--- config.mk ---
export PLATFORM = sky130hd
export DESIGN_NAME = reg_bus_master
export DESIGN_NICKNAME = d
export VERILOG_FILES = /design/src/rtl/reg_bus_master.sv
export SDC_FILE = /design/constraint.sdc
export NUM_CORES = 1
export LEC_CHECK = 0
export BUFFER_PORTS_ARGS = -buffer_cell sky130_fd_sc_hd__buf_4
export CAP_MARGIN = 15
export CORE_MARGIN = 5
export CORE_UTILIZATION = 50
export DETAILED_ROUTE_END_ITERATION = 8
export PLACE_DENSITY_LB_ADDON = 0.2
export SETUP_SLACK_MARGIN = 0.2
export SKIP_CTS_REPAIR_TIMING = 1
export SYNTH_ARGS = -nofsm -noshare
export SYNTH_HDL_FRONTEND = slang
export SYNTH_SLANG_ARGS = --single-unit
--- constraint.sdc ---
create_clock -name clk_usb -period 6.4 [get_ports clk_usb]
set_input_delay 1.28 -clock clk_usb [delete_from_list [all_inputs] [get_ports clk_usb]]
set_output_delay 1.28 -clock clk_usb [all_outputs]
set_load 0.01 [all_outputs]
--- src/rtl/reg_bus_master.sv ---
// reg_bus_master: host burst command -> byte-serial register bus initiator.
// Ports:
//   clk_usb, reset_i                  clock, sync active-high reset
//   cmd_valid/ready/write/addr/len    burst command (len 0 = no bus activity)
//   wdata/_valid/_ready               write byte stream into the bus
//   rdata/_valid/_ready               read byte stream out of the bus
//   reg_address/bytecnt/datai         bus address, byte index, write data
//   reg_write, reg_read               write strobe, read qualifier
//   reg_datao                         OR of all responders' read data
//   busy                              burst in progress
module reg_bus_master #(
  parameter int pBYTECNT_SIZE = 7,
  parameter int pREAD_LATENCY = 1
) (
  input  logic                     clk_usb,
  input  logic                     reset_i,
  input  logic                     cmd_valid,
  output logic                     cmd_ready,
  input  logic                     cmd_write,
  input  logic [7:0]               cmd_addr,
  input  logic [pBYTECNT_SIZE-1:0] cmd_len,
  input  logic [7:0]               wdata,
  input  logic                     wdata_valid,
  output logic                     wdata_ready,
  output logic [7:0]               rdata,
  output logic                     rdata_valid,
  input  logic                     rdata_ready,
  output logic [7:0]               reg_address,
  output logic [pBYTECNT_SIZE-1:0] reg_bytecnt,
  output logic [7:0]               reg_datai,
  output logic                     reg_write,
  output logic                     reg_read,
  input  logic [7:0]               reg_datao,
  output logic                     busy
);

  typedef enum logic [2:0] {
    S_IDLE,
    S_WR_WAIT,
    S_WR_STROBE,
    S_RD_SETUP,
    S_RD_WAIT,
    S_RD_HOLD,
    S_DONE
  } state_t;

  localparam logic [pBYTECNT_SIZE-1:0] BC_ONE = 1;
  localparam logic [2:0] WAIT_INIT = 3'(pREAD_LATENCY - 1);

  state_t                   state;
  logic [pBYTECNT_SIZE-1:0] len_q;
  logic [2:0]               wait_cnt;
  logic                     last;

  assign last = (reg_bytecnt == len_q - BC_ONE);

  always_ff @(posedge clk_usb) begin
    if (reset_i) begin
      state       <= S_IDLE;
      len_q       <= '0;
      wait_cnt    <= '0;
      cmd_ready   <= 1'b0;
      wdata_ready <= 1'b0;
      rdata       <= '0;
      rdata_valid <= 1'b0;
      reg_address <= '0;
      reg_bytecnt <= '0;
      reg_datai   <= '0;
      reg_write   <= 1'b0;
      reg_read    <= 1'b0;
      busy        <= 1'b0;
    end else begin
      unique case (state)
        S_IDLE: begin
          if (cmd_valid && cmd_ready) begin
            cmd_ready   <= 1'b0;
            busy        <= 1'b1;
            reg_address <= cmd_addr;
            reg_bytecnt <= '0;
            len_q       <= cmd_len;
            if (cmd_len == '0) begin
              state <= S_DONE;
            end else if (cmd_write) begin
              state       <= S_WR_WAIT;
              wdata_ready <= 1'b1;
            end else begin
              state    <= S_RD_SETUP;
              reg_read <= 1'b1;
            end
          end else begin
            // first cycle out of reset
            cmd_ready <= 1'b1;
          end
        end
        S_WR_WAIT: begin
          if (wdata_valid) begin
            reg_datai   <= wdata;
            wdata_ready <= 1'b0;
            reg_write   <= 1'b1;
            state       <= S_WR_STROBE;
          end
        end
        S_WR_STROBE: begin
          reg_write <= 1'b0;
          if (last) begin
            busy  <= 1'b0;
            state <= S_DONE;
          end else begin
            reg_bytecnt <= reg_bytecnt + BC_ONE;
            wdata_ready <= 1'b1;
            state       <= S_WR_WAIT;
          end
        end
        S_RD_SETUP: begin
          wait_cnt <= WAIT_INIT;
          state    <= S_RD_WAIT;
        end
        S_RD_WAIT: begin
          if (wait_cnt == '0) begin
            rdata       <= reg_datao;
            rdata_valid <= 1'b1;
            state       <= S_RD_HOLD;
          end else begin
            wait_cnt <= wait_cnt - 3'd1;
          end
        end
        S_RD_HOLD: begin
          if (rdata_ready) begin
            rdata_valid <= 1'b0;
            if (last) begin
              reg_read <= 1'b0;
              busy     <= 1'b0;
              state    <= S_DONE;
            end else begin
              reg_bytecnt <= reg_bytecnt + BC_ONE;
              state       <= S_RD_SETUP;
            end
          end
        end
        S_DONE: begin
          // zero-length bursts still hold busy until here
          busy      <= 1'b0;
          cmd_ready <= 1'b1;
          state     <= S_IDLE;
        end
        default: state <= S_IDLE;
      endcase
    end
  end

endmodule
Word level (Yosys, flattened, before mapping)
Index checks and enable logic that the tools add are counted.

storage, ports and cells
  register bits after elaboration = 50
  bits of input ports = 37
  output and inout bits = 37
  logic and storage cells = 94

operators by class
  add/sub/neg operators = 3
  equal/unequal tests = 17
  multiplexer cells = 38
  reduce and logical (&&, ||, !) cells = 23

operators by type and width
  cell                 count
  $mux 3               8
  $mux 7               3
  $pmux 7 s3           1
  $ne 2x2->1 const B   10
  $pmux 3 s6           1
  $mux 1               17
  $reduce_and 6->1     2
  $reduce_and 2->1     5
  $reduce_bool 2->1    5
  $eq 3x3->1 const B   3
  $reduce_and 3->1     3
  $pmux 1 s2           4
  $add 7x1->7 const B  1
  $eq 7x7->1           1
  $logic_not 7->1      1
  $sub 7x1->7 const B  1
  $eq 3x2->1 const B   2
  $logic_not 3->1      2
  $pmux 3 s2           1
  $reduce_bool 3->1    2
  $pmux 1 s4           1
  $reduce_and 4->1     1
  $reduce_bool 4->1    1
  $eq 3x1->1 const B   1
  4 further kinds      4

Depth between registers and ports, before layout
  depth after elaboration = 5
  depth in mapped cells = 10
  gate-level depth less buffers = 9

Least setup slack after synthesis
No wires, ideal clock.

  path type = input port to flip-flop
  start point = input port rdata_ready
  end point = register reg_bytecnt[3]
  arrival time = 2,289 ps
  path slack = 4,041 ps
  stages = 6
  path buffers = 0
  path through = nand2_1 -> or2_2 -> nand2_1 -> a21oi_4 -> or3_1 -> a21oi_1

between the ends
  word-level cells in the longest chain between the ends = 2

RTL lines
  item                        RTL line  text
  start: declaration          27        input logic rdata_ready,
  $ne 2x2->1 (no line)        --
  $reduce_and 3->1 (no line)  --
  end signal: assignment      109       reg_bytecnt <= reg_bytecnt + BC_ONE;
  end signal: assignment      135       reg_bytecnt <= reg_bytecnt + BC_ONE;
  end: declaration            29        output logic [pBYTECNT_SIZE-1:0] reg_bytecnt,

No other way between the ends.
A chain may end at the register's enable or synchronous reset.

Final worst setup path
  start point = input port cmd_valid
  end point = register reg_bytecnt[4]

between the ends
  word-level cells in the longest chain between the ends = 3

RTL lines
  item                        RTL line  text
  start: declaration          17        input logic cmd_valid,
  $logic_and 1x1->1           75        if (cmd_valid && cmd_ready) begin
  $ne 2x2->1 (no line)        --
  $reduce_and 3->1 (no line)  --

No other way between the ends.

==> impl_metrics.toml <==
[synth]
yosysWarnings = 0
syn_avg_cell_area_um2 = 8.01
yosys.area.top_type_share_pct = 41.4
synth-seq-area-share_pct = 41.4
synth_seq_cells = 50
synth.cell_area_um2 = 2420
async_flop_share_pct = 0
synth_nets = 343
synth_largest_area_cell = "dfxtp_1"
yosysMostFrequentCell = "nand2_1"
netlist_instances = 302
synth_edf_count = 0
netlist_top_cells_area = "dfxtp_1 41%, nand2_1 9.9%, a21oi_1 6.8%"
synth_flop_cell = "dfxtp_1"
synth.distinct_cells = 53
ys_top_cells_by_count = "64 x nand2_1, 50 x dfxtp_1, 33 x a21oi_1"

[placed_design]
portBuffers = 73
gp_congestion = 0.807
placed_area_um2 = 2980
placed_cells = 426
hpwl_um = 4140

[worst_hold_path]
min_from = "reg_datai[2]$_SDFFE_PP0P_"
min_path_type = "flip-flop to flip-flop"
min_path_cells = 2

[floorplan]
die_w_um = 79.6
start_util_pct = 51.2
die_height_um = 79.6
core-area_um2 = 4720
rows = 25
ios = 74
dieArea_um2 = 6330

[layout]
area_growth_pct = 27.7
drive_gt1_share_pct = 24.8
antenna_cells = 0
num-nets-final = 407
final_cell_area_um2 = 3090
stdcell_count = 434

[route]
viasPerCell = 5.26
wire_per_inst_um = 13.1
drtIter0Drc = 130
vias = 2282
drc = 0
ant_nets = 0
dr.pass1.iters = 5
drt-total-wl_um = 5680

[worst_setup_path]
arrival_ns = 2.75
worst_r2r_path_depth = 9
criticalPathCategory = "input pin to flip-flop"
crit_path_end_kind = "flip-flop"
r2r-start = "len_q[0]$_SDFFE_PP0P_"
required_ns = 6.64
cp-start-kind = "input pin"
r2r_slack_ns = 4.03
crit_fanout = 19
cp-startpoint = "cmd_valid"

[pwr]
p_int_mw = 0.576
total_power_mw = 0.873
power_density_nw_per_um2 = 283
power_switching_mw = 0.297
swShare_pct = 34.0
pwr-share-comb_pct = 30.8
seqPwrFrac_pct = 44.9
power_frac_clock_pct = 24.3
power.static_leakage_nw = 1.29
peakVddDrop_v = 0.000166

[timing]
fmax_mhz = 399
timing.final.max_slew_violations = 0
final.setup_skew_ns = 0.00906
tns_ns = 0
min_period_over_period_pct = 39.2
rsz0062_at_grt = "no"
hold_viol = 0
min_period_ns = 2.51
setup_viol = 0
relSlewSlack_pct = 23.0
worst_pin_slew_ns = 1.15

[clock_tree]
clock_path_buffers = 2
cts_tree = "yes"
numCtsBuffers = 5
htree_levels = 2
path_clk_slew_ns = 0.09
cts_sinks = 50
root_buffer = "clkbuf_8"
clk_latency_ns = 0.30

[run]
drv_cap = 0

[global_route]
grt_overflow_total = 0
grt_antenna_before_repair = 0
grt_usage_pct = 18.5
grt_pass1_vias = 2113
grt_max_degree = 51
grt_pass1_wl_um = 9540

[status]
status = "finished, final reports clean"
==> cell usage in the layout, fill, tap and decap left out, types with 5 or more instances in the layout <==
cell      synthesis  final
a21oi_1          33     33
buf_4             0     73
clkbuf_8          1      8
dfxtp_1          50     50
inv_1             8      8
mux2i_1          10     10
nand2_1          64     64
nand2b_1          5      5
nand3_1           8      8
nor2_1           28     28
nor3_1            7      7
o21ai_0           7      7
or3_1             7      7
xnor2_1           7      7
==> kinds of logic after synthesis <==
group | share of synthesized area (%)
simple gates | 25.0
fa+ha+maj | 2.07
buf+inv | 4.24
flops | 41.4
xor+xnor | 4.19
mux | 4.14
compound gates | 19.0
==> power groups by stage <==
| stage | Clock (mW) | Combinational, mW | Sequential [mW] |
|---|---|---|---|
| after global routing | 0.229 | 0.303 | 0.400 |
| after floorplan | 0 | 0.193 | 0.388 |
| after CTS | 0.216 | 0.271 | 0.392 |
| final | 0.212 | 0.269 | 0.392 |
| after detailed placement | 0 | 0.269 | 0.399 |
| after global placement | 0 | 0.265 | 0.399 |
==> through the flow <==
step	hold slack [ns]	util, %	setup slack [ns]
floorplan	0.461	-	4.04
global placement	0.443	63.1	3.61
detailed placement	0.450	63.1	3.59
CTS	0.462	65.4	3.89
global route	0.478	65.4	3.75
finish	0.456	65.4	3.89
==> cell type report <==
cell class                 instances  area, µm²
timing repair buffer              73        548
inverter                           8       30.0
clock buffer                       8        110
sequential                        50       1000
multi-input combinational        228       1320
fill                             389       1630
tap                               67       83.8
==> sequential cells by signal (all words and copies together) (netlist names), 3 cells and up <==
register and cells:
reg_address 8, wait_cnt 3, len_q 7, rdata 8
state 3, reg_datai 8, reg_bytecnt 7
==> path summary, 6_finish.rpt <==
kind / to
worst min register to register: reg_datai[2]$_SDFFE_PP0P_
worst min-delay path: reg_datai[2]$_SDFFE_PP0P_
worst max-delay path: reg_bytecnt[4]$_SDFFE_PP0P_
worst max register to register: reg_bytecnt[3]$_SDFFE_PP0P_
==> per-layer routing <==
layer	vias up	share of wire, %	GRT usage [%]
met5	-	0	0
met4	0	1.0	5.15
met3	5	8.5	5.98
met2	61	46	29.5
met1	1047	45	24.0
li1	1169	-	-
==> critical path: stages <==
cell and delay, ns:
buf_4 0.08, nand2_1 0.08, and2b_1 0.65, a21oi_4 0.13, or3_1 0.38, a21oi_1 0.14
No activity file was read; power rests on OpenSTA's default activity.
